===== src/rtl/pin_id_scanner.sv =====
// ---------------------------------------------------------------------------
// pin_id_scanner
//
// Pin-identification pattern generator for board bring-up. Each output
// channel emits a repeating frame of pulse slots that encodes its package
// ball: R pulses for the row letter, a 3-slot gap, C pulses for the column
// number, then idle until the frame ends. In sequential mode only one
// channel (active_idx_o) runs per frame, which lets a probe walk the pins.
//
// Ports:
//   clk_i          system clock
//   rst_i          synchronous reset, active-high
//   enable_i       run pattern generation; low forces idle and restart
//   mode_i         0 = all channels run, 1 = only active_idx_o runs
//                  (sampled at frame start only)
//   pins_o         registered pattern outputs, one bit per channel
//   active_idx_o   channel index of the current frame
//   frame_start_o  one-clock pulse on the first cycle of each frame
//   busy_o         high while a frame is in progress
// ---------------------------------------------------------------------------
module pin_id_scanner #(
    parameter int                CLK_FREQ    = 25000000,
    parameter int                TICK_HZ     = 8,
    parameter int                N_CH        = 8,
    parameter int                FRAME_SLOTS = 80,
    parameter logic [N_CH*5-1:0] ROW_ID      = '0,
    parameter logic [N_CH*5-1:0] COL_ID      = '0,
    parameter logic              IDLE_LEVEL  = 1'b0,
    localparam int               IW          = (N_CH > 1) ? $clog2(N_CH) : 1
) (
    input  logic            clk_i,
    input  logic            rst_i,
    input  logic            enable_i,
    input  logic            mode_i,
    output logic [N_CH-1:0] pins_o,
    output logic [IW-1:0]   active_idx_o,
    output logic            frame_start_o,
    output logic            busy_o
);

    localparam int              DIV       = CLK_FREQ / TICK_HZ;
    localparam int              DW        = (DIV > 1) ? $clog2(DIV) : 1;
    localparam logic [DW-1:0]   DIV_LAST  = DW'(DIV - 1);
    localparam logic [7:0]      SLOT_LAST = 8'(FRAME_SLOTS - 1);
    localparam logic [IW-1:0]   IDX_LAST  = IW'(N_CH - 1);
    localparam logic [N_CH-1:0] ALL_IDLE  = {N_CH{IDLE_LEVEL}};

    typedef enum logic {
        ST_IDLE,
        ST_RUN
    } state_t;

    state_t            state_q, state_d;
    logic              start;
    logic              tick;
    logic              wrap;
    logic [DW-1:0]     div_q;
    logic [7:0]        slot_q;
    logic [IW-1:0]     idx_q;
    logic              mode_q;
    logic              frame_start_q;
    logic [N_CH-1:0]   pins_q;
    logic [N_CH-1:0]   pattern;

    // True when slot s of a frame is a pulse slot for a channel with row
    // count r and column count c. Slots past the frame end never occur, so
    // oversized IDs are truncated for free.
    function automatic logic ch_high(input logic [7:0] s,
                                     input logic [4:0] r,
                                     input logic [4:0] c);
        logic [8:0] s9;
        logic [8:0] gap_start;
        logic [8:0] col_start;
        logic [8:0] col_end;
        s9        = {1'b0, s};
        gap_start = {3'b000, r, 1'b0};
        col_start = gap_start + 9'd3;
        col_end   = col_start + {3'b000, c, 1'b0};
        ch_high   = 1'b0;
        if (s9 < gap_start) begin
            ch_high = ~s[0];
        end else if (s9 >= col_start && s9 < col_end) begin
            // col_start = 2R+3 is odd, so (s - col_start) is even exactly
            // when s is odd.
            ch_high = s[0];
        end
    endfunction

    // ---------------------------------------------------------------------
    // Control FSM: IDLE until enable_i is seen, RUN until it drops.
    // ---------------------------------------------------------------------
    // NOTE: every signal written in this always_comb gets a default first,
    // so no path leaves it unassigned and no latch is inferred.
    always_comb begin
        state_d = state_q;
        start   = 1'b0;
        if (!enable_i) begin
            state_d = ST_IDLE;
        end else if (state_q == ST_IDLE) begin
            state_d = ST_RUN;
            start   = 1'b1;
        end
    end

    assign tick = (state_q == ST_RUN) && enable_i && (div_q == DIV_LAST);
    assign wrap = tick && (slot_q == SLOT_LAST);

    // Pattern for the current (slot, active index, latched mode); it is
    // registered, so pins_o lags those counters by one clock.
    always_comb begin
        pattern = ALL_IDLE;
        for (int k = 0; k < N_CH; k++) begin
            if (ch_high(slot_q, ROW_ID[5*k +: 5], COL_ID[5*k +: 5]) &&
                (!mode_q || idx_q == IW'(k))) begin
                pattern[k] = ~IDLE_LEVEL;
            end
        end
    end

    // ---------------------------------------------------------------------
    // State and datapath registers.
    // ---------------------------------------------------------------------
    // NOTE: sequential state uses non-blocking assignments so every
    // register samples pre-edge values, independent of statement order.
    always_ff @(posedge clk_i) begin
        if (rst_i) begin
            state_q       <= ST_IDLE;
            div_q         <= '0;
            slot_q        <= '0;
            idx_q         <= '0;
            mode_q        <= 1'b0;
            frame_start_q <= 1'b0;
            pins_q        <= ALL_IDLE;
        end else begin
            state_q       <= state_d;
            frame_start_q <= start || wrap;

            if (!enable_i || start) begin
                // Dropping enable aborts the frame; starting clears the
                // counters so frame 0 always begins at slot 0, channel 0.
                div_q  <= '0;
                slot_q <= '0;
                idx_q  <= '0;
                if (start) begin
                    mode_q <= mode_i;
                end
            end else begin
                div_q <= tick ? '0 : div_q + 1'b1;
                if (tick) begin
                    slot_q <= wrap ? 8'd0 : slot_q + 8'd1;
                end
                if (wrap) begin
                    idx_q  <= (idx_q == IDX_LAST) ? '0 : idx_q + 1'b1;
                    mode_q <= mode_i;
                end
            end

            // The start edge still shows idle: the first real slot appears
            // one clock later, in step with the one-clock pattern latency.
            if (state_q == ST_RUN && enable_i) begin
                pins_q <= pattern;
            end else begin
                pins_q <= ALL_IDLE;
            end
        end
    end

    assign pins_o        = pins_q;
    assign active_idx_o  = idx_q;
    assign frame_start_o = frame_start_q;
    assign busy_o        = (state_q == ST_RUN);

endmodule


===== config.mk =====
export PLATFORM = sky130hd
export DESIGN_NAME = pin_id_scanner
export DESIGN_NICKNAME = d
export VERILOG_FILES = /design/src/rtl/pin_id_scanner.sv
export SDC_FILE = /design/constraint.sdc
export NUM_CORES = 1
export LEC_CHECK = 0
export BUFFER_PORTS_ARGS = -buffer_cell sky130_fd_sc_hd__buf_4
export CAP_MARGIN = 40
export CORE_UTILIZATION = 25
export CTS_CLUSTER_DIAMETER = 200
export DETAILED_ROUTE_END_ITERATION = 7
export MAX_ROUTING_LAYER = met4
export PLACE_DENSITY_LB_ADDON = 0.3
export SYNTH_ARGS = -nofsm -noshare
export SYNTH_HDL_FRONTEND = slang
export SYNTH_SLANG_ARGS = --single-unit

===== constraint.sdc =====
create_clock -name clk_i -period 1.9 [get_ports clk_i]
set_input_delay 0 -clock clk_i [delete_from_list [all_inputs] [get_ports clk_i]]
set_output_delay 0 -clock clk_i [all_outputs]
set_load 0.01 [all_outputs]

# Word-level counts from Yosys, hierarchy flattened
# Cells that the tools add are included.
# Widths: inputs -> output; s select.
[totals]
input_bits = 4
romBits = 0
regBits = 44
mem_count = 0
latch_bits = 0
ramBits = 0
word_cells = 70
[classes]
reduce_logical = 30
n_eq_ne = 10
div_mod_pow = 0
order_cmp = 2
mul = 0
shifts = 0
n_mux = 17
n_bitwise = 1
n_addsub = 3
[ops]
columns = ["cell", "count"]
rows = [
  ["$add 22x1->22 const B", 1],
  ["$eq 22x22->1 const B", 1],
  ["$mux 1", 15],
  ["$eq 3x3->1 const B", 4],
  ["$logic_and 1x1->1", 12],
  ["$logic_or 1x1->1", 10],
  ["$add 8x1->8 const B", 1],
  ["$eq 8x7->1 const B", 1],
  ["$ge 8x2->1 const B", 1],
  ["$lt 8x2->1 const B", 1],
  ["$mux 8", 1],
  ["$eq 3x2->1 const B", 2],
  ["$reduce_or 2->1", 2],
  ["$add 3x1->3 const B", 1],
  ["$eq 3x1->1 const B", 1],
  ["$logic_not 3->1", 1],
  ["$mux 3", 1],
  ["$reduce_or 3->1", 1],
  ["$logic_not 1->1", 2],
  ["$ne 2x2->1 const B", 1],
  ["$reduce_and 2->1", 1],
  ["$reduce_bool 2->1", 1],
  ["$not 1->1", 1],
]

# Longest topological paths before layout
# Gate-level depths: netlist of the first run.
[depth]
ltp_word = 5
ltp_mapped = 6

# Worst setup path after synthesis of the first run
# OpenSTA, ideal clock, no wires.
[synth_path]
path_type = "reg2reg"
startpoint = "register div_q[0]"
endpoint = "register slot_q[5]"
setup_time_ps = 59
stages_incl_launch_ff = 7
arrival_time_ps = 1838
path_slack_ps = 3
path_cell_list = "dfxtp_1 > ha_1 > and4bb_2 > nand4_4 > or3_4 > or4_1 > nand2_1"
[synth_between]
elab_chain_cells = 4
[synth_lines]
columns = ["item", "line_no", "rtl"]
rows = [
  ["from (decl)", "57", "logic [DW-1:0] div_q;"],
  ["from (signal assigned)", "148", "div_q <= tick ? '0 : div_q + 1'b1;"],
  ["$eq 22x22->1 *", "105", "assign tick = (state_q == ST_RUN) && enable_i && (div_q == DIV_LAST);"],
  ["$logic_and 1x1->1 *", "105", ""],
  ["$logic_and 1x1->1", "106", "assign wrap = tick && (slot_q == SLOT_LAST);"],
  ["$mux 8", "150", "slot_q <= wrap ? 8'd0 : slot_q + 8'd1;"],
  ["to (signal assigned)", "150", ""],
  ["to (decl)", "58", "logic [7:0] slot_q;"],
]
# Every way passes the cells marked *; elsewhere a longest branch is shown, timed or not.
# A chain may end at the register's enable or synchronous reset.

# Final worst setup path of the first run
[layout_path]
startpoint = "register div_q[0]"
endpoint = "register slot_q[7]"
# The elaborated chain is that of the path after synthesis.

==> results.toml, run 1 <==
[route]
wl_per_cell_microns = 10.3
dr.pass1.iters = 4
routed_wl_mm = 3.59
drtIter0Drc = 53
vias_per_cell = 4.28
drc = 0
via_count = 1491
postRouteAntennaNets = 0

[clocking]
root_buffer = "clkbuf_8"
cts_num_sinks = 43
cts_max_level = 2
cts_tree = "yes"
insertion_delay_ps = 310
cts-buffers-inserted = 5
ctsLongestPathBuffers = 2
clk_pin_slew_worst_paths_ps = 90

[die]
dieArea_sq_mm = 0.00774
die_y_microns = 88.0
fp-row-count = 30
io_pins = 17
start_util_pct = 26.5
coreArea_sq_mm = 0.00698
die_w_microns = 88.0

[timing]
final-setup-viol-count = 0
period_share_pct = 95.7
tns_ps = 0
final_max_slew_viol_count = 0
fmax_mhz = 550
worst_clock_skew_ps = 6.05
rsz0062_at_grt = "false"
final_hold_viol_count = 0
fin_crit_ps = 1820

[critical_path]
crit_arrival_ps = 2060
critPathCaptureType = "flop"
path_max_fanout = 4
crit_buf_inv = 0
reg2reg_from = "div_q[0]"
rr_worst_depth = 6
startpoint_type = "flop"
crit_type = "reg -> reg"
crit_family = "simple AND/OR/NAND/NOR gates"
crit_chain = "ha_4, and4bb_2, nand4_4, or3_4, or3_1, a21oi_1"
max_stage_delay_ps = 410
critPathSlowestCell = "or3_4"
crit_cells = 6
cp.required_ps = 2140
startpoint = "div_q[0]"

[synth]
syn_avg_cell_area_sq_um = 8.84
synth_cells = 209
syn-cell-area_sq_mm = 0.00185
synth_warnings = 0
synth_cell_type_count = 35
yosys.area.top_type = "dfxtp_1"
netlist.area_leader.share_pct = 46.6
synth_area_leaders = "dfxtp_1 (47%), xnor2_1 (7.6%), nor2_1 (6.5%), ha_1 (4.1%), nand2_1 (3.9%)"
ys_seq_area_share_pct = 46.6
ys_ff_latch = 43

[power_and_ir_drop]
seq_power_share_pct = 54.0
ir_drop_mv = 0.294
p_switching_mw = 0.372
power_frac_comb_pct = 2.6
clkPwrFrac_pct = 43.4
p_total_mw = 1.70
power-per-cell-area_mw_per_mm2 = 717
p_leak_nw = 0.834
internal_power_mw = 1.33
switching_share_pct = 21.9

[placed_design]
gp_congestion = 0.759
dpl.hpwl_mm = 2.58
portBuffers = 15

[layout]
area_growth_pct = 28.3
layout.nets = 261
fillers = 749
layout-drive-gt1-share_pct = 20.6
diodes = 0

[global_routing]
antenna_found_initial = 0
grt_pass1_wl_mm = 6.22
grt.overflow.total = 0
grt_pass1_vias = 1385
track_usage_pct = 10.8
grt_max_degree = 15

[worst_hold_path]
whs_path_depth = 3
hold_path_startpoint = "rst_i"
hp-class = "in -> reg"

[outcome]
status = "finished, final reports clean"

[run]
cap_violations = 0
==> synth_stat cells (all sizes together) <==
library cell and instances:
a31oi 1, nor2b 2, o211ai 1, and3 5, inv 8, and4bb 1
nand2b 1, nor2 32, or4 2, dfxtp 43, nor3 8, ha 6
clkbuf 5, and2 2, conb 1, or3 5, xnor2 16, nor4 5
nor4bb 2, o21a 1, a211oi 1, nand3 10, mux2i 1, or2 1
nand4 7, o21ai 5, nand2 19, xor2 5, buf 1, a21oi 8
and4 4
==> state kept, by name, indices dropped and copies added, names as in the netlist <==
register and flops:
pins_o 8, slot_q 8, div_q 22, busy_o 1, active_idx_o 3, frame_start_o 1
==> layer usage <==
metal	wire, microns	vias to the layer above	global-route usage [%]
met4	65	0	4.92
met3	111	7	2.83
li1	-	787	-
met2	1570	17	16.3
met5	0	-	-
met1	1850	680	13.5
==> layout by cell type (no fill, tap or decap), types with 5 or more instances in the layout <==
cell type,Yosys,routed
a21oi_1,8,8
and3_1,5,5
buf_4,0,32
clkbuf_8,0,5
conb_1,1,8
dfxtp_1,43,40
ha_1,6,5
inv_1,8,8
nand2_1,19,19
nand3_1,10,10
nand4_1,6,6
nor2_1,32,32
nor3_1,8,8
xnor2_1,16,16
xor2_1,5,5
==> cell families (layout without fill, tap and decap cells) <==
| family | Yosys count | count (layout) | share of synthesized area, % |
|---|---|---|---|
| flip-flops | 43 | 43 | 46.6 |
| buffers and inverters | 14 | 50 | 2.85 |
| multiplexers | 1 | 1 | 0.542 |
| adder cells (fa/ha/maj) | 6 | 6 | 4.06 |
| AND/OR/NAND/NOR | 106 | 106 | 30.7 |
| other | 1 | 8 | 0.203 |
| AO/OA/AOI/OAI | 17 | 17 | 5.08 |
| XOR/XNOR | 21 | 21 | 9.96 |
==> timing repair <==
action	4_1_cts	5_1_grt
hold buffers	2	0
gates resized for setup	2	5
setup buffers	0	1
setup endpoints to repair	1	6
endpoints found under the hold margin	2	0
pin swaps	1	4
gates cloned	0	0
==> stage by stage <==
step	utilization (%)	worst slack (ps)	instance area, sq um	instances	hold WS [ps]
floorplan	-	3.07	1870	216	69.1
global placement	31.6	29.4	2200	337	185
detailed placement	31.6	-7.69	2200	337	186
CTS	33.5	1.41	2340	347	399
global route	33.9	9.48	2370	348	438
finish	33.9	81.8	2370	348	419
==> final cells by class <==
| class | count | area (sq um) | area share, % |
|---|---|---|---|
| Sequential cell | 43 | 865 | 36.5 |
| Multi-Input combinational cell | 159 | 982 | 41.4 |
| Inverter | 8 | 30.0 | 1.27 |
| Clock inverter | 3 | 43.8 | 1.85 |
| Clock buffer | 5 | 68.8 | 2.90 |
| Timing Repair Buffer | 34 | 260 | 11.0 |
| Tap cell | 96 | 120 | 5.07 |
==> power groups by stage <==
stage	Combinational (mW)	Sequential [mW]	Clock, mW
2_1_floorplan	0.00950	0.943	0
3_3_place_gp	0.0419	0.938	0
3_5_place_dp	0.0419	0.937	0
4_1_cts	0.0451	0.917	0.753
5_1_grt	0.0501	0.918	0.790
6_report	0.0448	0.917	0.738
==> final timing paths <==
kind	to	slack, ps
setup / recovery	slot_q[7]	80
hold / removal	busy_o	420
setup reg to reg	slot_q[7]	80
hold reg to reg	slot_q[1]	500
==> worst reg2reg max path, stage by stage (launching register included) <==
cell and delay, ps:
dfxtp_2 360, ha_4 130, and4bb_2 270, nand4_4 110, or3_4 410, or3_1 350, a21oi_1 120
No activity file was read; power rests on OpenSTA's default activity.
==> inputs of run 2 (changes only) <==
Settings changed: CORE_UTILIZATION 25 to 35.
==> run 2 against run 1 <==
Compared with the run above: utilization increased by 11 points; critical path type unchanged; register-to-register slack about the same; hold slack improved by 2.9 ps; first-iteration DRC count is 49% higher; sequential power is essentially flat; largest cell class unchanged; largest power group unchanged; highest routed layer unchanged; critical endpoint unchanged; die area down 28%; maximum frequency is 0.73% lower.
==> results.toml, run 2 (synthesis gave the netlist of run 1 again) <==
[power_and_ir_drop]
p_total_mw = 1.53
p_leak_nw = 0.806
power-per-cell-area_mw_per_mm2 = 664
ir_drop_mv = 0.525

[clocking]
root_buffer = "clkbuf_8"
ctsLongestPathBuffers = 2
cts-buffers-inserted = 5
insertion_delay_ps = 300
cts_tree = "yes"
cts_max_level = 2
clk_pin_slew_worst_paths_ps = 80
cts_num_sinks = 43

[critical_path]
startpoint_type = "flop"
crit_arrival_ps = 2060
crit_type = "reg -> reg"
reg2reg_from = "div_q[0]"
crit_family = "simple AND/OR/NAND/NOR gates"
crit_buf_inv = 0
max_stage_delay_ps = 410
ff2ff_setup_slack_ps = 70
path_max_fanout = 4
r2r_end = "slot_q[7]"
cp.required_ps = 2130
rr_worst_depth = 6
crit_chain = "ha_4, and4bb_2, nand4_4, or3_4, or3_1, a21oi_1"
critPathSlowestCell = "or3_4"
critPathCaptureType = "flop"

[layout]
layout_commonest_cell = "dfxtp_1"
layout-drive-gt1-share_pct = 20.0
design_area_sq_mm = 0.00230
area_growth_pct = 24.4
multi_input_area_sq_um = 985
final-seq-area_sq_um = 865
diodes = 0
largest-register = "div_q"
final_cell_mix = "dfxtp_1 (40), nor2_1 (32), buf_4 (30)"
fillers = 509
final_cells = 320
largest_reg_flops = 22
utilization_pct = 45.0
layout.nets = 259

[die]
coreArea_sq_mm = 0.00511
io_pins = 17
dieArea_sq_mm = 0.00557
die_y_microns = 74.6
fp-row-count = 26
die_w_microns = 74.6
start_util_pct = 36.2

[placed_design]
placed_cells = 309
pre_cts_slack_ps = 12.6
place_area_sq_mm = 0.00216
dpl.hpwl_mm = 2.39
gp_congestion = 0.774
portBuffers = 15

[route]
postRouteAntennaNets = 0
via_count = 1465
wl_per_cell_microns = 10.6
routed_wl_mm = 3.40
vias_per_cell = 4.58
dr.pass1.iters = 5
drc = 0
drtIter0Drc = 79

[timing]
worst_clock_skew_ps = 5.71
final_max_slew_viol_count = 0
tightest_slew_ps = 497
final_hold_viol_count = 0
tns_ps = 0
fin_crit_ps = 1830
final-setup-viol-count = 0
fin_hold_ws_ps = 422
period_share_pct = 96.4
rsz0062_at_grt = "false"
fmax_mhz = 546
fin_ws_ps = 68.5
relSlewSlack_pct = 66.5

[outcome]
status = "finished, final reports clean"

[global_routing]
grt_max_degree = 23
track_usage_pct = 13.8
grt_pass1_wl_mm = 5.66
antenna_found_initial = 0
grt_pass1_vias = 1312
grt.overflow.total = 0

[worst_hold_path]
whs_path_depth = 3
hold-path-endpoint = "frame_start_o"
hp-class = "in -> reg"
hold_path_startpoint = "rst_i"

[run]
cap_violations = 0
## run 2: cell types whose count changed in the layout (fill, tap and decap cells not counted), sizes merged
cell	delta
buf	-2
bufinv	-1
clkbuf	+1
clkinv	-1
clkinvlp	+1
## run 2: worst max-delay path by stage
stage | startpoint | end | slack, ps | cells past startpoint
final | div_q[0] | slot_q[7] | 70 | 6
after global placement | div_q[0] | slot_q[5] | 30 | 6
after detailed placement | div_q[0] | slot_q[5] | 10 | 6
after CTS | div_q[0] | slot_q[5] | 10 | 6
after floorplan | div_q[0] | slot_q[5] | 3 | 6
after global routing | div_q[0] | slot_q[7] | 0.9 | 6
## run 2: worst register-to-register path: stages, from the launching register on
cell and delay [ps]:
dfxtp_2 360, ha_4 130, and4bb_2 270, nand4_4 100
or3_4 410, or3_1 350, a21oi_1 130
## run 2: cell type report
type,count,share of cell area (%)
clock buffer,6,3.16
clock inverter,2,0.545
inverter,8,1.31
multi-input combinational,159,42.9
sequential,43,37.6
tap,70,3.81
timing repair buffer,32,10.7
## run 2: per-layer routing
layer	vias to the layer above	track usage (%)	part of all wire [%]
met1	657	17.0	49
met5	-	-	0
li1	782	-	-
met3	6	4.82	3.6
met4	0	4.40	1.2
met2	20	21.2	46
## run 2: timing repair
item / CTS / global route
hold buffers: 2 / 0
setup buffers: 0 / 1
pin swaps: 1 / 3
setup endpoints to repair: 1 / 5
hold endpoints to repair: 2 / 0
gates resized for setup: 0 / 8
## run 2: where the power goes
part	switching (mW)	internal [mW]	leakage, nW
Combinational	0.0215	0.0225	0.413
Clock	0.308	0.257	0.0412
Sequential	0.00444	0.912	0.351
==> inputs of run 3 (changes only) <==
Settings changed: PLACE_DENSITY set to 0.63, PLACE_DENSITY_LB_ADDON 0.3 to unset.
==> run 3 against run 2 <==
Compared with the run above: sequential cell count is the same; clock-buffer cell count is the same; utilization grew 2.0 points; critical path type unchanged; critical endpoint unchanged; largest power group unchanged.
==> results.toml, run 3 (synthesis gave the netlist of run 1 again) <==
[power_and_ir_drop]
p_switching_mw = 0.339
clkPwrFrac_pct = 43.3
power_frac_comb_pct = 2.8
ir_drop_mv = 0.441
switching_share_pct = 19.9
power-per-cell-area_mw_per_mm2 = 709
internal_power_mw = 1.36
seq_power_share_pct = 53.9
p_leak_nw = 0.874

[route]
via_count = 1563
drc = 0
drtIter0Drc = 78
routed_wl_mm = 3.72
wl_per_cell_microns = 11.3
postRouteAntennaNets = 0
vias_per_cell = 4.75
dr.pass1.iters = 4

[critical_path]
startpoint_type = "flop"
critPathCaptureType = "flop"
crit_arrival_ps = 2070
cp.required_ps = 2130
crit_type = "reg -> reg"
endpoint = "slot_q[7]"
r2r_end = "slot_q[7]"
path_max_fanout = 4
ff2ff_setup_slack_ps = 60
rr_worst_depth = 6
startpoint = "div_q[1]"
reg2reg_from = "div_q[1]"

[layout]
largest-register = "div_q"
utilization_pct = 47.0
final_cells = 329
final_cell_mix = "dfxtp_1 (41), buf_4 (38), nor2_1 (32)"
final-seq-area_sq_um = 863
design_area_sq_mm = 0.00240
layout-drive-gt1-share_pct = 22.4
largest_reg_flops = 22
layout.nets = 268
layout_commonest_cell = "dfxtp_1"
area_growth_pct = 30.0
fillers = 519
multi_input_area_sq_um = 987
diodes = 0

[timing]
period_share_pct = 96.9
fin_crit_ps = 1840
fmax_mhz = 543
final_hold_viol_count = 0
worst_clock_skew_ps = 3.72
final_max_slew_viol_count = 0
fin_ws_ps = 59.4
final-setup-viol-count = 0
fin_hold_ws_ps = 423

[global_routing]
grt_pass1_wl_mm = 5.99
track_usage_pct = 14.7
grt-busiest-layer = "met2"
grtUsageMet1_pct = 17.4
grt_max_degree = 14
grt.overflow.total = 0
grt_pass1_vias = 1394
antenna_found_initial = 0
grt_use_met2_pct = 24.5
grt_util_met3_pct = 3.21

[die]
io_pins = 17
die_w_microns = 74.6
start_util_pct = 36.2
dieArea_sq_mm = 0.00557
coreArea_sq_mm = 0.00511
die_y_microns = 74.6
fp-row-count = 26

[placed_design]
pre_cts_slack_ps = -26.1
portBuffers = 15
placed_cells = 315
dpl.hpwl_mm = 2.61
gp_congestion = 0.835
place_area_sq_mm = 0.00220

[clocking]
insertion_delay_ps = 290
cts-buffers-inserted = 5
cts_num_sinks = 43
clk_pin_slew_worst_paths_ps = 80
root_buffer = "clkbuf_8"
ctsLongestPathBuffers = 2
cts_tree = "yes"
cts_max_level = 2

[worst_hold_path]
hp-class = "in -> reg"

[run]
cap_violations = 0

[outcome]
status = "finished, final reports clean"
-- run 3: final cells by class --
type / instances / share of cell area [%]
clock inverter: 2 / 1.46
tap: 70 / 3.65
sequential: 43 / 36.0
timing repair buffer: 41 / 13.1
inverter: 8 / 1.25
multi-input combinational: 159 / 41.1
clock buffer: 6 / 3.44
-- run 3: repair_timing --
item / in CTS / in global routing
hold buffers: 3 / 0
gates resized for setup: 2 / 5
setup endpoints to repair: 2 / 3
setup buffers: 1 / 2
pin swaps: 2 / 3
hold endpoints to repair: 2 / 0
-- run 3: how the worst min path moves through the flow --
stage,from,cells past startpoint,end
floorplan,rst_i,1,frame_start_o
global placement,rst_i,2,busy_o
detailed placement,rst_i,2,busy_o
CTS,rst_i,3,frame_start_o
global route,rst_i,3,frame_start_o
finish,rst_i,3,frame_start_o
-- run 3: layer usage --
metal	part of all wire, %	up-vias
met4	1.1	0
li1	-	805
met2	50	29
met5	0	-
met1	45	723
met3	3.1	6
-- run 3: power by group through the flow --
stage               Combinational, mW  Clock, mW  Sequential (mW)
global placement               0.0417          0            0.938
finish                         0.0476      0.737            0.917
detailed placement             0.0415          0            0.938
floorplan                     0.00950          0            0.943
global route                   0.0540      0.790            0.919
CTS                            0.0466      0.756            0.917
-- run 3: worst max-delay path, cell delays in order, from the launching register on --
cell	delay [ps]
dfxtp_2	360
ha_4	130
and4bb_2	260
nand4_4	110
or3_4	420
or3_4	380
a21oi_2	110
-- run 3: metrics by stage --
stage / total power, mW / setup TNS [ps]
6_report: 1.70 / 0
3_5_place_dp: 0.980 / -26.1
5_1_grt: 1.76 / -3.00
3_3_place_gp: 0.980 / -1.58
2_1_floorplan: 0.953 / 0
4_1_cts: 1.72 / 0
